[src/rtl/slew_pkg.sv]
// Shared types and elaboration-time helpers for the multichannel slew limiter.
//   state_e   : controller state (IDLE waiting for a strobe, RUN walking channels)
//   calc_step : converts a slew rate in V/s into an LSB step per sample
package slew_pkg;

    typedef enum logic {
        IDLE = 1'b0,
        RUN  = 1'b1
    } state_e;

    // Step in LSBs per sample for a given rate. Full scale (VCC) maps to
    // 2^(WIDTH-2) here, so the result is rate * 2^(WIDTH-2) / vcc / fs.
    // Clamped to at least one LSB so a very slow rate still converges.
    function automatic longint calc_step(input longint rate, input int width,
                                         input longint vcc, input longint fs);
        longint s;
        s = (rate <<< (width - 2)) / vcc / fs;
        if (s < 64'sd1) begin
            s = 64'sd1;
        end
        return s;
    endfunction

endpackage

[src/rtl/slew_step.sv]
// One-channel combinational slew datapath, shared by all channels.
//   cur_i    : current registered output of the channel
//   target_i : captured input sample of the channel
//   en_i     : limiting enable (0 = pass target straight through)
//   next_o   : value to load into the channel output register
module slew_step #(
    parameter int WIDTH     = 16,
    parameter int RISE_STEP = 1,
    parameter int FALL_STEP = 1
) (
    input  logic signed [WIDTH-1:0] cur_i,
    input  logic signed [WIDTH-1:0] target_i,
    input  logic                    en_i,
    output logic signed [WIDTH-1:0] next_o
);

    localparam logic signed [WIDTH:0] RS    = (WIDTH+1)'(RISE_STEP);
    localparam logic signed [WIDTH:0] FS    = (WIDTH+1)'(FALL_STEP);
    localparam logic signed [WIDTH:0] FSN   = -FS;
    localparam logic signed [WIDTH:0] MAXV  = (WIDTH+1)'((1 <<< (WIDTH - 1)) - 1);
    localparam logic signed [WIDTH:0] MINV  = (WIDTH+1)'(-(1 <<< (WIDTH - 1)));

    logic signed [WIDTH:0] diff;
    logic signed [WIDTH:0] sum;

    // Sign-extend both operands by one bit so the difference never wraps.
    assign diff = (WIDTH+1)'(target_i) - (WIDTH+1)'(cur_i);

    always_comb begin
        sum    = (WIDTH+1)'(target_i);
        next_o = target_i;
        if (en_i) begin
            if (diff > RS) begin
                sum = (WIDTH+1)'(cur_i) + RS;
            end else if (diff < FSN) begin
                sum = (WIDTH+1)'(cur_i) - FS;
            end
            if (sum > MAXV) begin
                next_o = MAXV[WIDTH-1:0];
            end else if (sum < MINV) begin
                next_o = MINV[WIDTH-1:0];
            end else begin
                next_o = sum[WIDTH-1:0];
            end
        end
    end

endmodule

[src/rtl/multichannel_slew_limiter.sv]
// Time-multiplexed slew-rate limiter for CHANNELS signed audio channels.
// A strobe in IDLE snapshots all inputs and enables, then one channel per
// clock is pushed through a single shared slew_step datapath.
//   clk          : clock
//   I_RST        : synchronous active-high reset (aborts a frame in flight)
//   audio_clk_en : one-cycle sample strobe
//   in           : packed signed inputs, channel k at [k*WIDTH +: WIDTH]
//   limit_en     : per-channel limiting enable (0 = bypass)
//   out          : registered packed signed outputs
//   out_valid    : one-cycle pulse after the last channel is written
//   busy         : high while a frame is being walked
//   overrun      : sticky, set by a strobe arriving while busy
//
// state | meaning
// IDLE  | waiting for audio_clk_en; outputs held
// RUN   | writing channel idx_q this cycle
module multichannel_slew_limiter
    import slew_pkg::*;
#(
    parameter int WIDTH       = 16,
    parameter int CHANNELS    = 4,
    parameter int VCC         = 12,
    parameter int SAMPLE_RATE = 48000,
    parameter int RISE_RATE   = 950,
    parameter int FALL_RATE   = 950
) (
    input  logic                      clk,
    input  logic                      I_RST,
    input  logic                      audio_clk_en,
    input  logic [CHANNELS*WIDTH-1:0] in,
    input  logic [CHANNELS-1:0]       limit_en,
    output logic [CHANNELS*WIDTH-1:0] out,
    output logic                      out_valid,
    output logic                      busy,
    output logic                      overrun
);

    localparam longint RISE_STEP = calc_step(longint'(RISE_RATE), WIDTH,
                                             longint'(VCC), longint'(SAMPLE_RATE));
    localparam longint FALL_STEP = calc_step(longint'(FALL_RATE), WIDTH,
                                             longint'(VCC), longint'(SAMPLE_RATE));
    localparam int IDX_W = (CHANNELS > 1) ? $clog2(CHANNELS) : 1;
    localparam logic [IDX_W-1:0] LAST = IDX_W'(CHANNELS - 1);

    state_e                          state_q, state_d;
    logic [IDX_W-1:0]                idx_q, idx_d;
    logic [CHANNELS-1:0][WIDTH-1:0]  snap_in_q;
    logic [CHANNELS-1:0]             snap_en_q;
    logic [CHANNELS-1:0][WIDTH-1:0]  out_q;
    logic                            out_valid_q;
    logic                            overrun_q;

    logic                            capture;
    logic                            write;
    logic signed [WIDTH-1:0]         step_out;

    slew_step #(
        .WIDTH     (WIDTH),
        .RISE_STEP (int'(RISE_STEP)),
        .FALL_STEP (int'(FALL_STEP))
    ) u_step (
        .cur_i    (out_q[idx_q]),
        .target_i (snap_in_q[idx_q]),
        .en_i     (snap_en_q[idx_q]),
        .next_o   (step_out)
    );

    always_comb begin
        state_d = state_q;
        idx_d   = idx_q;
        capture = 1'b0;
        write   = 1'b0;
        case (state_q)
            IDLE: begin
                if (audio_clk_en) begin
                    capture = 1'b1;
                    idx_d   = '0;
                    state_d = RUN;
                end
            end
            RUN: begin
                write = 1'b1;
                if (idx_q == LAST) begin
                    idx_d   = '0;
                    state_d = IDLE;
                end else begin
                    idx_d = idx_q + 1'b1;
                end
            end
            default: begin
                state_d = IDLE;
                idx_d   = '0;
            end
        endcase
    end

    always_ff @(posedge clk) begin
        if (I_RST) begin
            state_q     <= IDLE;
            idx_q       <= '0;
            snap_in_q   <= '0;
            snap_en_q   <= '0;
            out_q       <= '0;
            out_valid_q <= 1'b0;
            overrun_q   <= 1'b0;
        end else begin
            state_q <= state_d;
            idx_q   <= idx_d;
            if (capture) begin
                snap_in_q <= in;
                snap_en_q <= limit_en;
            end
            if (write) begin
                out_q[idx_q] <= step_out;
            end
            out_valid_q <= write && (idx_q == LAST);
            // A strobe in any RUN cycle, including the final write, is dropped.
            if (audio_clk_en && (state_q == RUN)) begin
                overrun_q <= 1'b1;
            end
        end
    end

    assign out       = out_q;
    assign out_valid = out_valid_q;
    assign busy      = (state_q == RUN);
    assign overrun   = overrun_q;

endmodule
[config.mk]
export PLATFORM = sky130hd
export DESIGN_NAME = multichannel_slew_limiter
export DESIGN_NICKNAME = d
export VERILOG_FILES = /design/src/rtl/slew_pkg.sv /design/src/rtl/slew_step.sv /design/src/rtl/multichannel_slew_limiter.sv
export SDC_FILE = /design/constraint.sdc
export NUM_CORES = 1
export LEC_CHECK = 0
export CAP_MARGIN = 20
export CELL_PAD_IN_SITES_DETAIL_PLACEMENT = 0
export CELL_PAD_IN_SITES_GLOBAL_PLACEMENT = 2
export CORE_MARGIN = 3
export CORE_UTILIZATION = 32
export DETAILED_ROUTE_END_ITERATION = 8
export GPL_ROUTABILITY_DRIVEN = 0
export PLACE_DENSITY = 0.89
export SETUP_SLACK_MARGIN = 0.05
export SLEW_MARGIN = 20
export SYNTH_ARGS = -nofsm -noshare
export SYNTH_HDL_FRONTEND = slang
export SYNTH_SLANG_ARGS = --single-unit
[constraint.sdc]
create_clock -name clk -period 6.8 [get_ports clk]
set_input_delay 2.04 -clock clk [delete_from_list [all_inputs] [get_ports clk]]
set_output_delay 2.04 -clock clk [all_outputs]
set_load 0.1 [all_outputs]
After elaboration in Yosys (flattened, before gate mapping)
Cells that the tools add are included.
Word-level totals
  register bits after elaboration: 137
  RAM bits: 0
  bits in read-only memories: 0
  bits of input ports: 71
  memories: 0
  latch bits: 0
  output and inout port bits: 67
Operators by class
  magnitude comparators: 6
  muxes and demuxes: 23
  add/sub/neg operators: 4
  div/mod/pow operators: 0
  shifts and indexed selects: 0
  bitwise operators: 1
  equality and inequality tests: 2
  $mul: 0
  reduce and logical (&&, ||, !) cells: 3
Operators with widths (number)
  two-way mux 16 bit: 6
  binary-select mux 16 bit (select 2 bit): 2
  bitwise mux 64 bit: 1
  two-way mux 17 bit: 3
  demux 16 bit (select 2 bit): 1
  adder 16 x 6 -> 17 bit, second input constant: 1
  > comparator 17 x 16 -> 1 bit, second input constant: 1
  > comparator 17 x 6 -> 1 bit, second input constant: 1
  less-than comparator 17 x 16 -> 1 bit, second input constant: 1
  less-than comparator 17 x 6 -> 1 bit, second input constant: 1
  subtractor 16 x 16 -> 17 bit: 1
  subtractor 16 x 6 -> 17 bit, second input constant: 1
  two-way mux 1 bit: 5
  two-way mux 2 bit: 2
  case mux 2 bit (2 select lines): 1
  logical AND 1 bit: 3
  less-than comparator 2 x 3 -> 1 bit, second input constant: 1
  adder 2 x 1 -> 2 bit, second input constant: 1
  binary-select mux 1 bit (select 2 bit): 1
  equality test 2 bit, second input constant: 1
  >= comparator 2 x 1 -> 1 bit, second input constant: 1
  inequality test 2 bit, second input constant: 1
  case mux 1 bit (2 select lines): 1
  inverter 1 bit: 1

Longest topological paths before layout
Gate-level depths: netlist (run 1).
  depth after elaboration: 12
  gate-level depth with buffers: 22

Cells and area by module
A second synthesis (run 1) with hierarchy kept.
Second synthesis, totals
  cells, all modules: 1000
  area total of the unflattened synthesis: 8034.0 um^2
Modules (own cells, without submodules)
  multichannel_slew_limiter: area each 5631.7 um^2, times used 1, cells each 645
  slew_step: area each 2402.3 um^2, times used 1, cells each 355

Least setup slack after synthesis (run 1)
OpenSTA, ideal clock, no wires.
  path kind: register to register
  start: register idx_q[0]
  end: register out_q (netlist bit out[11])
  stages on the path, launching flop included: 22
  path slack: 0.671 ns
  arrival time: 6.010 ns
  cells stage by stage: dfxtp_1 -> buf_2 -> buf_2 -> clkbuf_1 -> buf_1 -> mux4_2 -> inv_1 -> ha_1 -> inv_1 -> fa_1 -> a21o_1 -> a221oi_4 -> o21bai_1 -> a21oi_1 -> xnor2_1 -> or4_4 -> o31ai_4 -> o22a_4 -> o21ai_2 -> buf_6 -> o32a_1 -> a32o_1
On the way
  cells in the longest elaborated chain, start to end: 12
  elaborated cells between the ends (all ways): 25
Ends and longest elaborated chain
  start: declaration: RTL line multichannel_slew_limiter.sv:46  | logic [IDX_W-1:0] idx_q, idx_d;
  start signal: assignment: RTL line multichannel_slew_limiter.sv:108  | idx_q <= idx_d;
  binary-select mux 16 bit (select 2 bit), on equally long branches: RTL line multichannel_slew_limiter.sv:63, multichannel_slew_limiter.sv:62
  two-way mux 16 bit, on equally long branches: RTL line multichannel_slew_limiter.sv:63, multichannel_slew_limiter.sv:62
  subtractor 16 x 16 -> 17 bit: RTL line slew_step.sv:27  | assign diff = (WIDTH+1)'(target_i) - (WIDTH+1)'(cur_i);
  less-than comparator 17 x 6 -> 1 bit: RTL line slew_step.sv:35  | end else if (diff < FSN) begin
  two-way mux 17 bit: RTL line slew_step.sv:35
  two-way mux 17 bit: RTL line slew_step.sv:33  | if (diff > RS) begin
  two-way mux 17 bit: RTL line slew_step.sv:32  | if (en_i) begin
  less-than comparator 17 x 16 -> 1 bit: RTL line slew_step.sv:40  | end else if (sum < MINV) begin
  two-way mux 16 bit: RTL line slew_step.sv:40
  two-way mux 16 bit: RTL line slew_step.sv:38  | if (sum > MAXV) begin
  two-way mux 16 bit: RTL line slew_step.sv:32
  bitwise mux 64 bit *: RTL line multichannel_slew_limiter.sv:114  | out_q[idx_q] <= step_out;
  end signal: indexed assignment: RTL line multichannel_slew_limiter.sv:114
  end: declaration: RTL line multichannel_slew_limiter.sv:49  | logic [CHANNELS-1:0][WIDTH-1:0] out_q;
Mark *: on every way between the ends. The rest lies on a longest branch, timed or not. The select of a mux whose other input is x is not followed.
A chain may end at the register's enable or synchronous reset.

Final worst setup path (run 1)
  start: register idx_q[0]
  end: register out_q (netlist bit out[45])
Same word-level chain as after synthesis.

==> results of run 1 <==
==> through the flow <==
| stage | worst slack, ns | hold WS [ns] | cell area (sq um) |
|---|---|---|---|
| after floorplan | 0.671 | 0.433 | 7580 |
| after global placement | 1.25 | 0.440 | 9230 |
| after detailed placement | 1.13 | 0.444 | 9230 |
| after CTS | 1.14 | 0.455 | 9830 |
| after global routing | 0.645 | 0.469 | 9830 |
| final | 1.08 | 0.452 | 9830 |
==> cells in the final DEF, fill, tap and decap left out, types with 5 or more instances in the layout <==
cell type / n
nand2_1: 170
clkdlybuf4s50_1: 136
dfxtp_1: 135
a21oi_1: 96
nor2_1: 50
mux4_2: 32
inv_1: 32
a32o_1: 32
a211oi_1: 22
ha_1: 22
o21ai_0: 18
clkbuf_16: 17
nand3_1: 16
nor3_1: 16
buf_4: 16
a21o_1: 11
xnor2_1: 11
and3_1: 8
nand4_1: 7
nand2b_1: 7
nand3b_1: 7
o221ai_1: 7
a221oi_1: 7
o22ai_1: 7
and2_1: 6
o31ai_1: 6
inv_6: 6
or3_1: 5
==> layout make-up <==
class	instances	area [sq um]	area share, %
inverter	34	128	1.30
multi-input combinational	648	4480	45.6
clock inverter	15	174	1.77
timing repair buffer	152	1480	15.1
clock buffer	17	425	4.33
sequential	137	2750	27.9
tap	313	392	3.99
==> registers in the layout, indices dropped and copies added (netlist names) <==
signal	flops
out	64
snap_in_q	64
snap_en_q	4
idx_q	2
busy	1
out_valid	1
overrun	1
==> where the power goes <==
group	switching, mW	leakage (nW)	internal, mW
logic	0.587	2.09	0.334
registers	0.0313	1.12	0.840
clock network	0.415	0.297	0.526
total	1.03	3.51	1.70
==> cells by family after synthesis <==
logic type	after synthesis	synth area share (%)
AOI/OAI and AO/OA	267	25.4
xor gates and xnor gates	11	1.27
adders and majority gates	23	3.89
buffers and inverters	92	4.93
DFF	137	36.2
muxes	36	10.1
and+or+nand+nor	311	18.2
==> routing by layer <==
metal | share of wire (%) | global-route usage, %
met1 | 45 | 25.9
met2 | 47 | 32.6
met3 | 6.1 | 3.32
met4 | 1.8 | 5.09
met5 | 0 | 0
==> critical path: stages, from the launching register on <==
cell     delay, ns
dfxtp_2       0.59
buf_4         0.25
buf_4         0.23
mux4_2        0.60
inv_1         0.14
ha_1          0.33
a21oi_1       0.33
o21ai_0       0.25
nor2_1        0.18
nor4b_1       0.27
nor3_1        0.13
or4_4         0.52
o31ai_4       0.18
buf_4         0.28
o22ai_1       0.22
o21ai_2       0.55
a22oi_1       0.28
o31ai_1       0.27
==> final timing paths <==
| check | from | endpoint | slack [ns] | depth (start not counted) |
|---|---|---|---|---|
| max reg2reg | idx_q[0] | out[45] | 1.08 | 17 |
| min | snap_en_q[2] | snap_en_q[2] | 0.45 | 2 |
| max | idx_q[0] | out[45] | 1.08 | 17 |
| min reg2reg | snap_en_q[2] | snap_en_q[2] | 0.45 | 2 |
==> metrics.md, run 1 <==
| Metric | Value |
|---|---|
| Share of layout cells above drive strength 1 | `9.77%` |
| Minimum clock period | `5.72 ns` |
| Grt total ovfl | `0` |
| HPWL Detailed | `18900 microns` |
| Nets | `1084` |
| CP startpoint kind | `flop` |
| Pins Over Slew Limit | `0` |
| CP Class | `flop to flop` |
| Drt via density | `5.57` |
| # DRC | `0` |
| Slew Limit Headroom | `32.5%` |
| Area Growth Syn to Fin | `29.6%` |
| Syn nets | `971` |
| Antenna violations before repair | `0` |
| Worst Setup End Kind | `flop` |
| Power per cell area | `278 nW/um^2` |
| Max cap viols | `0` |
| Bufs on Longest Clock Path | `2` |
| Final non-filler cell total | `1316` |
| Number of synthesized flops with an enable pin | `0` |
| Setup_tns | `0 ns` |
| Initial DRC count | `688` |
| CTS resizes | `0` |
| Main synth FF type | `dfxtp_1` |
| Pre-antenna DRT Iters | `7` |
| Largest net degree at the start of global routing | `76` |
| Detailed-route wire length per cell | `19.4 microns` |
| Peak supply drop | `0.117 mV` |
| Syn_area_per_cell | `8.65 sq um` |
| Routed Wire Length | `25500 microns` |
| Synth unique cells | `72` |
| Tightest Pin Transition | `1.01 ns` |
| Yosys top cell area share | `36.2%` |
| Data arrival time of the worst path | `6.06 ns` |
| Cells after DPL | `1284` |
| Initial core utilization | `33.0%` |
| Final core occ | `42.7%` |
| Final Skew | `0.0162 ns` |
| Root Buffer | `clkbuf_16` |
| Leak pwr | `3.51 nW` |
| Later-pin clock latency in the skew report | `0.43 ns` |
| CTS sink count | `137` |
| CTS tree | `yes` |
| RSZ-0062 raised after global routing | `false` |
| Fill count | `2320` |
| Core area | `23000 sq um` |
| Count of input and output buffers | `137` |
| Post-synth top area cell | `dfxtp_1` |
| Clock transition at the registers of the reported paths | `0.07 ns` |
| H-Tree Depth | `4` |
| Most common cell in the netlist | `nand2_1` |
| Total GRT Usage | `19.4%` |
| CTS Hold Bufs | `0` |
| Antenna diodes | `0` |
| Max Fclk | `0.175 GHz` |
| Status | `completed` |
| I/O Pins | `138` |
| Hold Path Class | `flop to flop` |
| Total power | `2.73 mW` |
| Final Cycle Share | `84.1%` |
| Register area share after synthesis | `36.2%` |
| Top cells by area, synth | `dfxtp_1, mux4_2, nand2_1, a21oi_1, a32o_1` |
| Cell Area, Synth | `7580 sq um` |
| Most frequent cells after synthesis | `nand2_1, dfxtp_1, a21oi_1` |
| Row cnt | `55` |
| CTS Buf Count | `17` |
| Post-Synthesis Cells | `877` |
| Post-synth ARST share | `0%` |
| Die width | `160 microns` |
| Die area | `25600 sq um` |
| Via Count | `7332` |
| DIE HEIGHT | `160 microns` |
| Setup bufs post-CTS | `0` |
| Post-route ant nets | `0` |
| Final count of hold timing violations | `0` |
| Yosys warns | `0` |
| Vias in the first global route | `7082` |
| WP data required | `7.14 ns` |
| First-pass GRT wire length | `39700 microns` |
| Final setup fails | `0` |
| Synth Register Bits | `137` |
| Max FO, Critical Path | `18` |
Note: power is estimated with default switching activity, not from simulation.
==> inputs of run 2 (changes only) <==
Settings changed: CORE_UTILIZATION 32 to 29, PLACE_DENSITY 0.89 to 0.86.
Clock period 6.8 ns to 5 ns, I/O delays scaled along.
==> run 2 against run 1 <==
Non-clock buffer count rose by 65. Die area rose by 9.9%. Largest cell class unchanged. Count of clock-buffer cells in the layout grew 1. Via count up 2.5%. Sequential power grew 35%. Total power rose by 45%.
==> metrics.md, run 2 (synthesized netlist as in run 1, its figures left out) <==
| Metric | Value |
|---|---|
| First-pass GRT wire length | `40100 microns (was 39700 microns)` |
| Routed Wire Length | `25900 microns (was 25500 microns)` |
| Antenna diodes | `0 (unchanged)` |
| Peak supply drop | `0.178 mV (was 0.117 mV)` |
| Max FO, Critical Path | `7 (was 18)` |
| Share of layout cells above drive strength 1 | `19.8% (was 9.77%)` |
| Most common cell after layout, fill and taps aside | `nand2_1 (unchanged)` |
| Die width | `168 microns (was 160 microns)` |
| RSZ-0062 raised after global routing | `true (was false)` |
| Clock transition at the registers of the reported paths | `0.07 ns (about the same)` |
| CTS Buf Count | `17 (unchanged)` |
| Detailed-route wire length per cell | `18.5 microns (was 19.4 microns)` |
| Grt total ovfl | `0 (unchanged)` |
| Post-route ant nets | `0 (unchanged)` |
| Min-delay src | `snap_in_q[41] (was snap_en_q[2])` |
| Critical path cell sequence | `buf_12, buf_12, mux4_2, inv_4, ha_1, a21o_1, a21o_1, a221oi_1, o211ai_1, or3_1, or4_4, o31ai_4, buf_6, o22a_4, o21ai_4, buf_6, o32a_1, a32o_1 (was buf_4, buf_4, mux4_2, inv_1, ha_1, a21oi_1, o21ai_0, nor2_1, nor4b_1, nor3_1, or4_4, o31ai_4, buf_4, o22ai_1, o21ai_2, a22oi_1, o31ai_1)` |
| R2r endpoint | `out[56] (was out[45])` |
| Die area | `28100 sq um (was 25600 sq um)` |
| Data arrival time of the worst path | `5.24 ns (was 6.06 ns)` |
| Most frequent cells in the layout | `nand2_1, clkdlybuf4s50_1, dfxtp_1, a21oi_1, buf_4 (was nand2_1, clkdlybuf4s50_1, dfxtp_1, a21oi_1, nor2_1)` |
| Fill count | `2514 (was 2320)` |
| Setup ws final | `0.0829 ns (was 1.08 ns)` |
| Bufs on Longest Clock Path | `2 (unchanged)` |
| Drt via density | `5.38 (was 5.57)` |
| CP Class | `flop to flop (unchanged)` |
| H-Tree Depth | `4 (unchanged)` |
| WP data required | `5.32 ns (was 7.14 ns)` |
| FF-to-FF setup slack | `0.08 ns (was 1.08 ns)` |
| Count of input and output buffers | `137 (unchanged)` |
| Total GRT Usage | `17.7% (was 19.4%)` |
| Final setup fails | `0 (unchanged)` |
| Vias in the first global route | `7173 (was 7082)` |
| CTS Hold Bufs | `0 (unchanged)` |
| # DRC | `0 (unchanged)` |
| CTS tree | `yes (unchanged)` |
| Pre-antenna DRT Iters | `6 (was 7)` |
| Tightest Pin Transition | `1.03 ns (was 1.01 ns)` |
| Hold EP | `snap_in_q[41] (was snap_en_q[2])` |
| Worst R2R Start | `idx_q[0] (unchanged)` |
| Area Growth Syn to Fin | `41.3% (was 29.6%)` |
| Row cnt | `58 (was 55)` |
| Power per cell area | `369 nW/um^2 (was 278 nW/um^2)` |
| Max Fclk | `0.203 GHz (was 0.175 GHz)` |
| DIE HEIGHT | `168 microns (was 160 microns)` |
| Final count of hold timing violations | `0 (unchanged)` |
| Via Count | `7518 (was 7332)` |
| Hold path cells | `2 (unchanged)` |
| Later-pin clock latency in the skew report | `0.44 ns (was 0.43 ns)` |
| Slew Limit Headroom | `31.0% (was 32.5%)` |
| Minimum clock period | `4.92 ns (was 5.72 ns)` |
| HPWL Detailed | `19200 microns (was 18900 microns)` |
| CTS sink count | `137 (unchanged)` |
| Largest net degree at the start of global routing | `73 (was 76)` |
| Final Cycle Share | `98.3% (was 84.1%)` |
| Root Buffer | `clkbuf_16 (unchanged)` |
| Worst Setup End Kind | `flop (unchanged)` |
| Pre-CTS setup slack | `-0.00524 ns (was 1.13 ns)` |
| Initial DRC count | `861 (was 688)` |
| CP startpoint kind | `flop (unchanged)` |
| Crit-path max cell delay | `0.58 ns (was 0.60 ns)` |
| Max cap viols | `0 (unchanged)` |
| Cell depth of the worst flop-to-flop path | `18 (was 17)` |
| Status | `completed (unchanged)` |
| Nets | `1149 (was 1084)` |
| Hold Path Class | `flop to flop (unchanged)` |
| Setup_tns | `0 ns (unchanged)` |
| Core area | `25500 sq um (was 23000 sq um)` |
| Pins Over Slew Limit | `0 (unchanged)` |
| I/O Pins | `138 (unchanged)` |
| Antenna violations before repair | `0 (unchanged)` |
| Initial core utilization | `29.8% (was 33.0%)` |
| Slowest-stage cell, CP | `mux4_2 (unchanged)` |
| Final Skew | `0.0210 ns (was 0.0162 ns)` |
| Leak pwr | `3.92 nW (was 3.51 nW)` |
## run 2: layer usage
layer,GRT usage (%),up-vias,wire [microns],share of wire (%)
met1,23.8,3594,11600,45
met3,4.23,29,1720,6.7
met4,4.66,0,359,1.4
met2,28.5,271,12200,47
met5,0,-,0,0
li1,-,3624,-,-
## run 2: layout make-up
cell class | instances | area [sq um] | area share, %
multi-input cells | 648 | 4690 | 43.8
clock inverters | 14 | 155 | 1.45
clock buffers | 18 | 439 | 4.10
repair buffers | 217 | 2120 | 19.8
inverters | 34 | 133 | 1.24
well taps | 330 | 413 | 3.85
flip-flops and latches | 137 | 2760 | 25.8
## run 2: worst max-delay path, delay by kind of cell, from the launching register on
kind / cells / cell delay, ns
multiplexers: 1 / 0.58
AND/OR/NAND/NOR: 2 / 0.88
buffers and inverters: 5 / 0.71
AO/OA/AOI/OAI: 9 / 1.98
flip-flops: 1 / 0.39
adder cells (fa/ha/maj): 1 / 0.27
## run 2: worst max path at each step
| stage | startpoint | endpoint | cells after the start |
|---|---|---|---|
| 2_1_floorplan | idx_q[0] | out[8] | 20 |
| 3_3_place_gp | idx_q[0] | out[8] | 16 |
| 3_5_place_dp | idx_q[0] | out[32] | 17 |
| 4_1_cts | idx_q[0] | out[8] | 16 |
| 5_1_grt | idx_q[0] | out[59] | 18 |
| 6_report | idx_q[0] | out[56] | 18 |
## run 2: metrics by stage
stage	util (%)	instances	power, mW	area, sq um	hold slack, ns
final	42.1	1398	3.95	10700	0.452
after global routing	42.1	1398	4.14	10700	0.470
after CTS	40.0	1367	3.79	10200	0.455
after detailed placement	37.7	1335	2.52	9590	0.446
after global placement	37.7	1335	2.52	9590	0.440
after floorplan	-	877	2.12	7710	0.433
## run 2: where the power goes
| group | switching (mW) | internal [mW] |
|---|---|---|
| sequential | 0.0356 | 1.14 |
| clock | 0.551 | 0.723 |
| combinational | 0.874 | 0.627 |
| total | 1.46 | 2.49 |
## run 2: repair_timing
| action | 4_1_cts | 5_1_grt |
|---|---|---|
| setup endpoints to repair | 32 | 64 |
| setup buffers | 0 | 29 |
| gates resized for setup | 1 | 51 |
| pin swaps | 1 | 22 |
| cloned | 0 | 2 |
